### config.mk
export PLATFORM = sky130hd
export DESIGN_NAME = cpu_run_controller
export DESIGN_NICKNAME = d
export VERILOG_FILES = /design/src/rtl/cpu_harness_pkg.sv /design/src/rtl/sat_counter.sv /design/src/rtl/cpu_run_controller.sv
export SDC_FILE = /design/constraint.sdc
export NUM_CORES = 1
export LEC_CHECK = 0
export BUFFER_PORTS_ARGS = -buffer_cell sky130_fd_sc_hd__buf_2
export CORE_ASPECT_RATIO = 1.25
export CORE_MARGIN = 10
export CORE_UTILIZATION = 42
export CTS_CLUSTER_SIZE = 14
export DETAILED_ROUTE_END_ITERATION = 10
export PLACE_DENSITY = 0.83
export SLEW_MARGIN = 30
export SYNTH_ARGS = -nofsm -noshare
export SYNTH_HDL_FRONTEND = slang
export SYNTH_SLANG_ARGS = --single-unit
### constraint.sdc
create_clock -name clk -period 1.9 [get_ports clk]
set_clock_uncertainty 0.1 [all_clocks]
set_input_delay 0.285 -clock clk [delete_from_list [all_inputs] [get_ports clk]]
set_output_delay 0.285 -clock clk [all_outputs]
set_load 0.01 [all_outputs]
### src/rtl/cpu_harness_pkg.sv
// Shared types for the CPU run harness: controller states, output bundle and
// register channel indices.
package cpu_harness_pkg;

  localparam int REG_W = 32;

  // Register channel indices within cpu_regs/result_regs
  localparam int CH_V0 = 0;
  localparam int CH_V3 = 1;

  typedef enum logic [2:0] {
    ST_IDLE      = 3'd0,
    ST_RESET_CPU = 3'd1,
    ST_CHECK     = 3'd2,
    ST_RUN       = 3'd3,
    ST_DONE      = 3'd4,
    ST_TIMEOUT   = 3'd5,
    ST_FAULT     = 3'd6
  } run_state_t;

  typedef struct packed {
    logic cpu_reset;
    logic cpu_clk_enable;
    logic busy;
    logic done;
    logic timed_out;
    logic reset_fault;
  } run_outputs_t;

  // Moore output decode; the caller registers the result of the next state
  function automatic run_outputs_t decode_outputs(input run_state_t s);
    run_outputs_t o;
    o = '0;
    case (s)
      ST_RESET_CPU: begin
        o.cpu_reset = 1'b1;
        o.busy      = 1'b1;
      end
      ST_CHECK, ST_RUN: begin
        o.cpu_clk_enable = 1'b1;
        o.busy           = 1'b1;
      end
      ST_DONE:    o.done        = 1'b1;
      ST_TIMEOUT: o.timed_out   = 1'b1;
      ST_FAULT:   o.reset_fault = 1'b1;
      default:    o = '0;
    endcase
    return o;
  endfunction

  function automatic logic start_allowed(input run_state_t s);
    return (s == ST_IDLE) || (s == ST_DONE) || (s == ST_TIMEOUT) || (s == ST_FAULT);
  endfunction

endpackage

### src/rtl/sat_counter.sv
// Saturating up-counter with synchronous active-low reset, synchronous clear
// and count enable. Holds at all-ones instead of wrapping.
module sat_counter #(
  parameter int CNT_W = 32
) (
  input  logic             clk,
  input  logic             rst_n,
  input  logic             clear,
  input  logic             enable,
  output logic [CNT_W-1:0] count
);

  always_ff @(posedge clk) begin
    // NOTE: sequential state uses non-blocking assignments so every flop samples pre-edge values.
    if (!rst_n) begin
      count <= '0;
    end else if (clear) begin
      count <= '0;
    end else if (enable && (count != '1)) begin
      count <= count + 1'b1;
    end
  end

endmodule

### src/rtl/cpu_run_controller.sv
// Run controller for the MIPS harvard CPU harness: sequences CPU reset and
// clock enable, checks active after reset, times the run and captures registers.
module cpu_run_controller
  import cpu_harness_pkg::*;
#(
  parameter int RESET_CYCLES    = 1,
  parameter int TIMEOUT_CYCLES  = 15,
  parameter int NUM_REGS        = 2,
  parameter int CNT_W           = 32,
  parameter int HALT_ON_ZERO_PC = 0
) (
  input  logic                      clk,
  input  logic                      reset,
  input  logic                      start,
  input  logic                      cpu_active,
  input  logic [REG_W-1:0]          cpu_instr_address,
  input  logic [REG_W*NUM_REGS-1:0] cpu_regs,
  output logic                      cpu_reset,
  output logic                      cpu_clk_enable,
  output logic                      busy,
  output logic                      done,
  output logic                      timed_out,
  output logic                      reset_fault,
  output logic [CNT_W-1:0]          cycle_count,
  output logic [REG_W*NUM_REGS-1:0] result_regs
);

  localparam int RST_W = (RESET_CYCLES > 1) ? $clog2(RESET_CYCLES) : 1;
  localparam logic [RST_W-1:0] RST_LAST     = RST_W'(RESET_CYCLES - 1);
  // The RUN cycle whose edge would bring the count up to TIMEOUT_CYCLES
  localparam logic [CNT_W:0]   TIMEOUT_LAST = (CNT_W + 1)'(TIMEOUT_CYCLES - 1);

  run_state_t       state;
  run_state_t       next_state;
  logic [RST_W-1:0] rst_cnt;
  logic [RST_W-1:0] rst_cnt_next;
  run_outputs_t     outs;
  logic             start_accept;
  logic             stop;
  logic             run_exit;

  always_comb begin
    // NOTE: every signal gets a default first so no latch is inferred on unlisted paths.
    next_state   = state;
    rst_cnt_next = rst_cnt;
    start_accept = 1'b0;
    stop         = !cpu_active || ((HALT_ON_ZERO_PC != 0) && (cpu_instr_address == '0));

    if (start_allowed(state) && start) begin
      next_state   = ST_RESET_CPU;
      rst_cnt_next = '0;
      start_accept = 1'b1;
    end else begin
      case (state)
        ST_RESET_CPU: begin
          if (rst_cnt == RST_LAST) next_state = ST_CHECK;
          else                     rst_cnt_next = rst_cnt + 1'b1;
        end
        ST_CHECK: next_state = cpu_active ? ST_RUN : ST_FAULT;
        ST_RUN: begin
          // Stop wins over timeout when both land on the same cycle
          if (stop)                                         next_state = ST_DONE;
          else if ({1'b0, cycle_count} >= TIMEOUT_LAST)     next_state = ST_TIMEOUT;
        end
        ST_IDLE, ST_DONE, ST_TIMEOUT, ST_FAULT: next_state = state;
        default: next_state = ST_IDLE;
      endcase
    end
  end

  assign run_exit = (state == ST_RUN) && (next_state != ST_RUN);

  always_ff @(posedge clk) begin
    if (!reset) begin
      state       <= ST_IDLE;
      rst_cnt     <= '0;
      outs        <= '0;
      // NOTE: capture registers are reset too, so the outputs are all zero in IDLE after reset.
      result_regs <= '0;
    end else begin
      state   <= next_state;
      rst_cnt <= rst_cnt_next;
      outs    <= decode_outputs(next_state);
      if (start_accept) begin
        result_regs <= '0;
      end else if (run_exit) begin
        result_regs <= cpu_regs;
      end
    end
  end

  sat_counter #(
    .CNT_W (CNT_W)
  ) u_cycle_counter (
    .clk    (clk),
    .rst_n  (reset),
    .clear  (start_accept),
    .enable (state == ST_RUN),
    .count  (cycle_count)
  );

  assign cpu_reset      = outs.cpu_reset;
  assign cpu_clk_enable = outs.cpu_clk_enable;
  assign busy           = outs.busy;
  assign done           = outs.done;
  assign timed_out      = outs.timed_out;
  assign reset_fault    = outs.reset_fault;

endmodule

==> insert_results.sql <==
INSERT INTO impl_metrics (metric_group, metric, value, unit) VALUES
('logic_synthesis', 'synthesis.area', '0.00448', 'mm^2'),
('die', 'start_util', '42.6', '%'),
('global_route', 'gr-usage-all-layers', '19.3', '%'),
('detailed_routing', 'detailroute.via_count', '4893', ''),
('logic_synthesis', 'yosys_most_used_dff', 'sky130_fd_sc_hd__dfxtp_1', ''),
('timing', 'unrepaired_setup_endpoints_after_global_routing', 'true', ''),
('logic_synthesis', 'yosysWarningCount', '0', ''),
('logic_synthesis', 'post_synth_num_cell_types', '53', ''),
('final_layout', 'antennaDiodeCount', '0', ''),
('worst_setup_path', 'critical_path_sink_type', 'flip-flop', ''),
('cts', 'clock_latency', '0.34', 'ns'),
('cts', 'cts_made_buffers', '9', ''),
('outcome', 'violations_in_the_final_reports', 'negative setup slack', ''),
('die', 'design.core.area', '0.0105', 'mm^2'),
('die', 'die_h', '135', 'um'),
('die', 'number_of_cell_rows', '42', ''),
('detailed_routing', 'wirelength', '16700', 'um'),
('timing', 'final-max-slew-violation-count', '0', ''),
('timing', 'max_freq', '449', 'MHz'),
('worst_setup_path', 'crit_path_max_incr_delay', '0.35', 'ns'),
('worst_setup_path', 'worst_ep_arrival_time', '2.39', 'ns'),
('timing', 'tightest_pin_transition', '0.389', 'ns'),
('power_and_ir_drop', 'power.leakage', '2.96', 'nW'),
('detailed_routing', 'vias_per_cell', '5.39', ''),
('timing', 'timing.final.setup_violations', '70', ''),
('global_route', 'vias_in_the_first_global_route', '4786', ''),
('cts', 'cts.hold.buffers_added', '0', ''),
('cts', 'clock_path_buffers', '2', ''),
('cts', 'clock-sinks', '105', ''),
('worst_setup_path', 'path_class', 'reg -> reg', ''),
('logic_synthesis', 'syn_area_per_cell', '8.42', 'um^2'),
('final_layout', 'fillers', '777', ''),
('logic_synthesis', 'synth_enable_flop_cells', '0', ''),
('place', 'total_half_perimeter_wirelength_after_legalization_and_detailed_placement', '10200', 'um'),
('cts', 'cts_tree', 'done', ''),
('timing', 'post-route-worst-setup-slack', '-0.325', 'ns'),
('logic_synthesis', 'ys_ff_latch', '105', ''),
('logic_synthesis', 'synthArstFlopShare', '0', '%'),
('place', 'placer_congestion', '0.866', ''),
('detailed_routing', 'drt_pass1_iterations', '5', ''),
('logic_synthesis', 'netlist.area_leader.share', '46.9', '%'),
('logic_synthesis', 'synth_fp_nets', '634', ''),
('logic_synthesis', 'netlist_top_cells_area', 'sky130_fd_sc_hd__dfxtp_1, sky130_fd_sc_hd__nand2_1, sky130_fd_sc_hd__a21oi_1', ''),
('logic_synthesis', 'synth_area_leader_cell', 'sky130_fd_sc_hd__dfxtp_1', ''),
('die', 'die_w', '112', 'um'),
('timing', 'final_hold_viol_count', '0', ''),
('cts', 'ctsRootBufferMaster', 'sky130_fd_sc_hd__clkbuf_16', ''),
('worst_setup_path', 'cp-start-kind', 'flip-flop', ''),
('detailed_routing', 'drc', '0', ''),
('power_and_ir_drop', 'powerDensity', '627', 'mW/mm^2'),
('final_layout', 'synthToLayoutAreaGrowth', '60.4', '%'),
('cts', 'htreeDepth', '3', ''),
('detailed_routing', 'antenna_violating_nets_post_route', '0', ''),
('worst_setup_path', 'worst-path-max-fanout', '8', ''),
('final_layout', 'final_net_count', '873', ''),
('final_layout', 'final_layout_size_suffix_gt1_share', '58.1', '%'),
('timing', 'min_period_over_period', '117', '%'),
('logic_synthesis', 'synthesis.instances', '532', ''),
('global_route', 'maximum_number_of_pins_on_one_net_before_global_route_repair', '37', ''),
('cts', 'cts_clk_pin_slew_worst_paths', '0.08', 'ns'),
('outcome', 'outcome', 'finished with violations', ''),
('place', 'placement.io_buffers', '169', ''),
('detailed_routing', 'wl_per_cell', '18.4', 'um'),
('worst_setup_path', 'cp_data_required_time', '2.06', 'ns'),
('global_route', 'initial_antenna_violation_count', '1', ''),
('global_route', 'grt_pass1_wl', '24100', 'um'),
('power_and_ir_drop', 'max-vdd-ir-drop', '0.363', 'mV'),
('timing', 'period_needed', '2.23', 'ns'),
('worst_setup_path', 'slowest_stage', 'sky130_fd_sc_hd__dfxtp_4', ''),
('timing', 'fin_worst_hold_slack', '0.0678', 'ns'),
('flow_run', 'max-cap-violations', '0', ''),
('final_layout', 'final_util', '68.3', '%'),
('die', 'floorplan.die_area', '0.0152', 'mm^2'),
('hold_path', 'worst_hold_path_type', 'in -> reg', ''),
('global_route', 'overflow', '0', ''),
('detailed_routing', 'detailedRoute.firstIterationViolations', '277', ''),
('die', 'ioPinCount', '202', ''),
('timing', 'max_slew_margin', '73.9', '%'),
('worst_setup_path', 'worstPathCellList', 'inv_2, ha_4, o211ai_1, nand3_2, o31ai_4, buf_6, buf_12, nand2_1, a21oi_1', ''),
('logic_synthesis', 'yosysSeqAreaShare', '46.9', '%');
==> synthesized netlist by cell type (2+ instances only) <==
cell type / number
sky130_fd_sc_hd__and3_1: 3
sky130_fd_sc_hd__and4_1: 4
sky130_fd_sc_hd__clkbuf_1: 9
sky130_fd_sc_hd__a21oi_1: 69
sky130_fd_sc_hd__dfxtp_1: 105
sky130_fd_sc_hd__buf_1: 2
sky130_fd_sc_hd__nor2b_1: 3
sky130_fd_sc_hd__a31oi_1: 2
sky130_fd_sc_hd__buf_6: 10
sky130_fd_sc_hd__or3_1: 22
sky130_fd_sc_hd__nand3_1: 13
sky130_fd_sc_hd__nand2b_1: 2
sky130_fd_sc_hd__xnor2_1: 7
sky130_fd_sc_hd__inv_1: 7
sky130_fd_sc_hd__mux2i_1: 2
sky130_fd_sc_hd__nor2_1: 14
sky130_fd_sc_hd__o21ai_1: 11
sky130_fd_sc_hd__nand4_4: 2
sky130_fd_sc_hd__nor3_1: 4
sky130_fd_sc_hd__buf_2: 9
sky130_fd_sc_hd__o211ai_2: 2
sky130_fd_sc_hd__and2_1: 5
sky130_fd_sc_hd__or4_1: 2
sky130_fd_sc_hd__nand4_1: 8
sky130_fd_sc_hd__buf_4: 3
sky130_fd_sc_hd__ha_1: 2
sky130_fd_sc_hd__nor4_1: 6
sky130_fd_sc_hd__o21ai_0: 15
sky130_fd_sc_hd__a21oi_2: 20
sky130_fd_sc_hd__a211oi_1: 3
sky130_fd_sc_hd__nand2_1: 144
==> cells in the final DEF, fill, tap and decap left out, types with 7 or more instances in the layout <==
cell type,Yosys,final
sky130_fd_sc_hd__nor2_1,14,14
sky130_fd_sc_hd__a21oi_2,20,53
sky130_fd_sc_hd__buf_2,9,169
sky130_fd_sc_hd__nand2_4,0,21
sky130_fd_sc_hd__or3_1,22,15
sky130_fd_sc_hd__nand3_1,13,11
sky130_fd_sc_hd__clkbuf_16,0,12
sky130_fd_sc_hd__buf_4,3,64
sky130_fd_sc_hd__o21ai_0,15,13
sky130_fd_sc_hd__or3_4,0,7
sky130_fd_sc_hd__nand4_1,8,8
sky130_fd_sc_hd__dfxtp_1,105,89
sky130_fd_sc_hd__a21oi_1,69,36
sky130_fd_sc_hd__nand2_1,144,85
sky130_fd_sc_hd__nand2_2,0,38
sky130_fd_sc_hd__xnor2_1,7,7
sky130_fd_sc_hd__o21ai_1,11,12
sky130_fd_sc_hd__buf_6,10,11
sky130_fd_sc_hd__dfxtp_2,0,13
sky130_fd_sc_hd__buf_12,0,7
==> report_power, final <==
part           total (mW)  switching, mW  leakage, nW  internal, mW
logic               0.346          0.199         1.95         0.146
clock network        1.94          0.859        0.155          1.08
registers            2.22        0.00784        0.856          2.21
total                4.50           1.07         2.96          3.43
==> registers in the layout, summed over array words and instances, names as in the netlist <==
name,cells
cpu_reset,1
u_cycle_counter.count,32
state,3
timed_out,1
reset_fault,1
busy,1
cpu_clk_enable,1
done,1
result_regs,64
==> what timing repair did <==
item,in CTS,in global routing
pin swaps,21,59
setup endpoints to repair,76,97
gates cloned,8,3
resized for setup,69,115
setup buffers,8,6
==> layer usage <==
layer / up-vias / GRT usage, % / share of wire (%) / routed length [um]
met1: 2318 / 20.2 / 38 / 6330
met5: - / 0 / 0.12 / 20
met4: 2 / 8.47 / 1.6 / 261
met3: 29 / 4.88 / 7.2 / 1190
li1: 2332 / - / - / -
met2: 212 / 35.5 / 53 / 8870
==> worst paths after layout <==
path | from | endpoint | slack [ns] | cells after the start
setup / recovery | u_cycle_counter.count[0] | result_regs[45] | -0.33 | 9
hold / removal | cpu_regs[10] | result_regs[10] | 0.07 | 3
setup reg to reg | u_cycle_counter.count[0] | result_regs[45] | -0.33 | 9
hold reg to reg | result_regs[48] | result_regs[48] | 0.35 | 2
==> per-stage QoR <==
| step | instance area (um^2) | setup WS, ns | setup TNS, ns | instances | power (mW) |
|---|---|---|---|---|---|
| finish | 7180 | -0.325 | -15.15 | 908 | 4.50 |
| global route | 7180 | -0.370 | -19.90 | 908 | 4.65 |
| CTS | 6710 | -0.149 | -6.27 | 903 | 4.51 |
| detailed placement | 5880 | -0.183 | -8.00 | 871 | 2.55 |
| global placement | 5880 | -0.154 | -7.74 | 871 | 2.55 |
| floorplan | 4510 | -0.00108 | -0.0108 | 532 | 2.41 |
==> kinds of logic (layout without fill, tap and decap cells) <==
group           after synthesis  after routing  share of synthesized area [%]
buf+inv                      40            284                           5.53
xor+xnor                      7              7                           1.37
flops                       105            105                           46.9
fa+ha+maj                     2              2                          0.559
simple gates                243            243                           26.8
mux                           2              2                          0.447
compound gates              133            133                           18.3
==> critical path, delay by kind of cell (launching register included) <==
family          cells  cell delay, ns
compound gates      3            0.85
fa+ha+maj           1            0.14
buf+inv             3            0.40
flops               1            0.35
simple gates        2            0.30
==> area by class of cell <==
type | count | area [um^2] | share of cell area, %
Multi-Input combinational cell | 387 | 2710 | 37.8
Timing Repair Buffer | 261 | 1830 | 25.5
Clock buffer | 10 | 239 | 3.33
Clock inverter | 6 | 76.3 | 1.06
Sequential cell | 105 | 2130 | 29.7
Inverter | 7 | 26.3 | 0.366
Tap cell | 132 | 165 | 2.30
No activity file was read; power rests on OpenSTA's default activity.
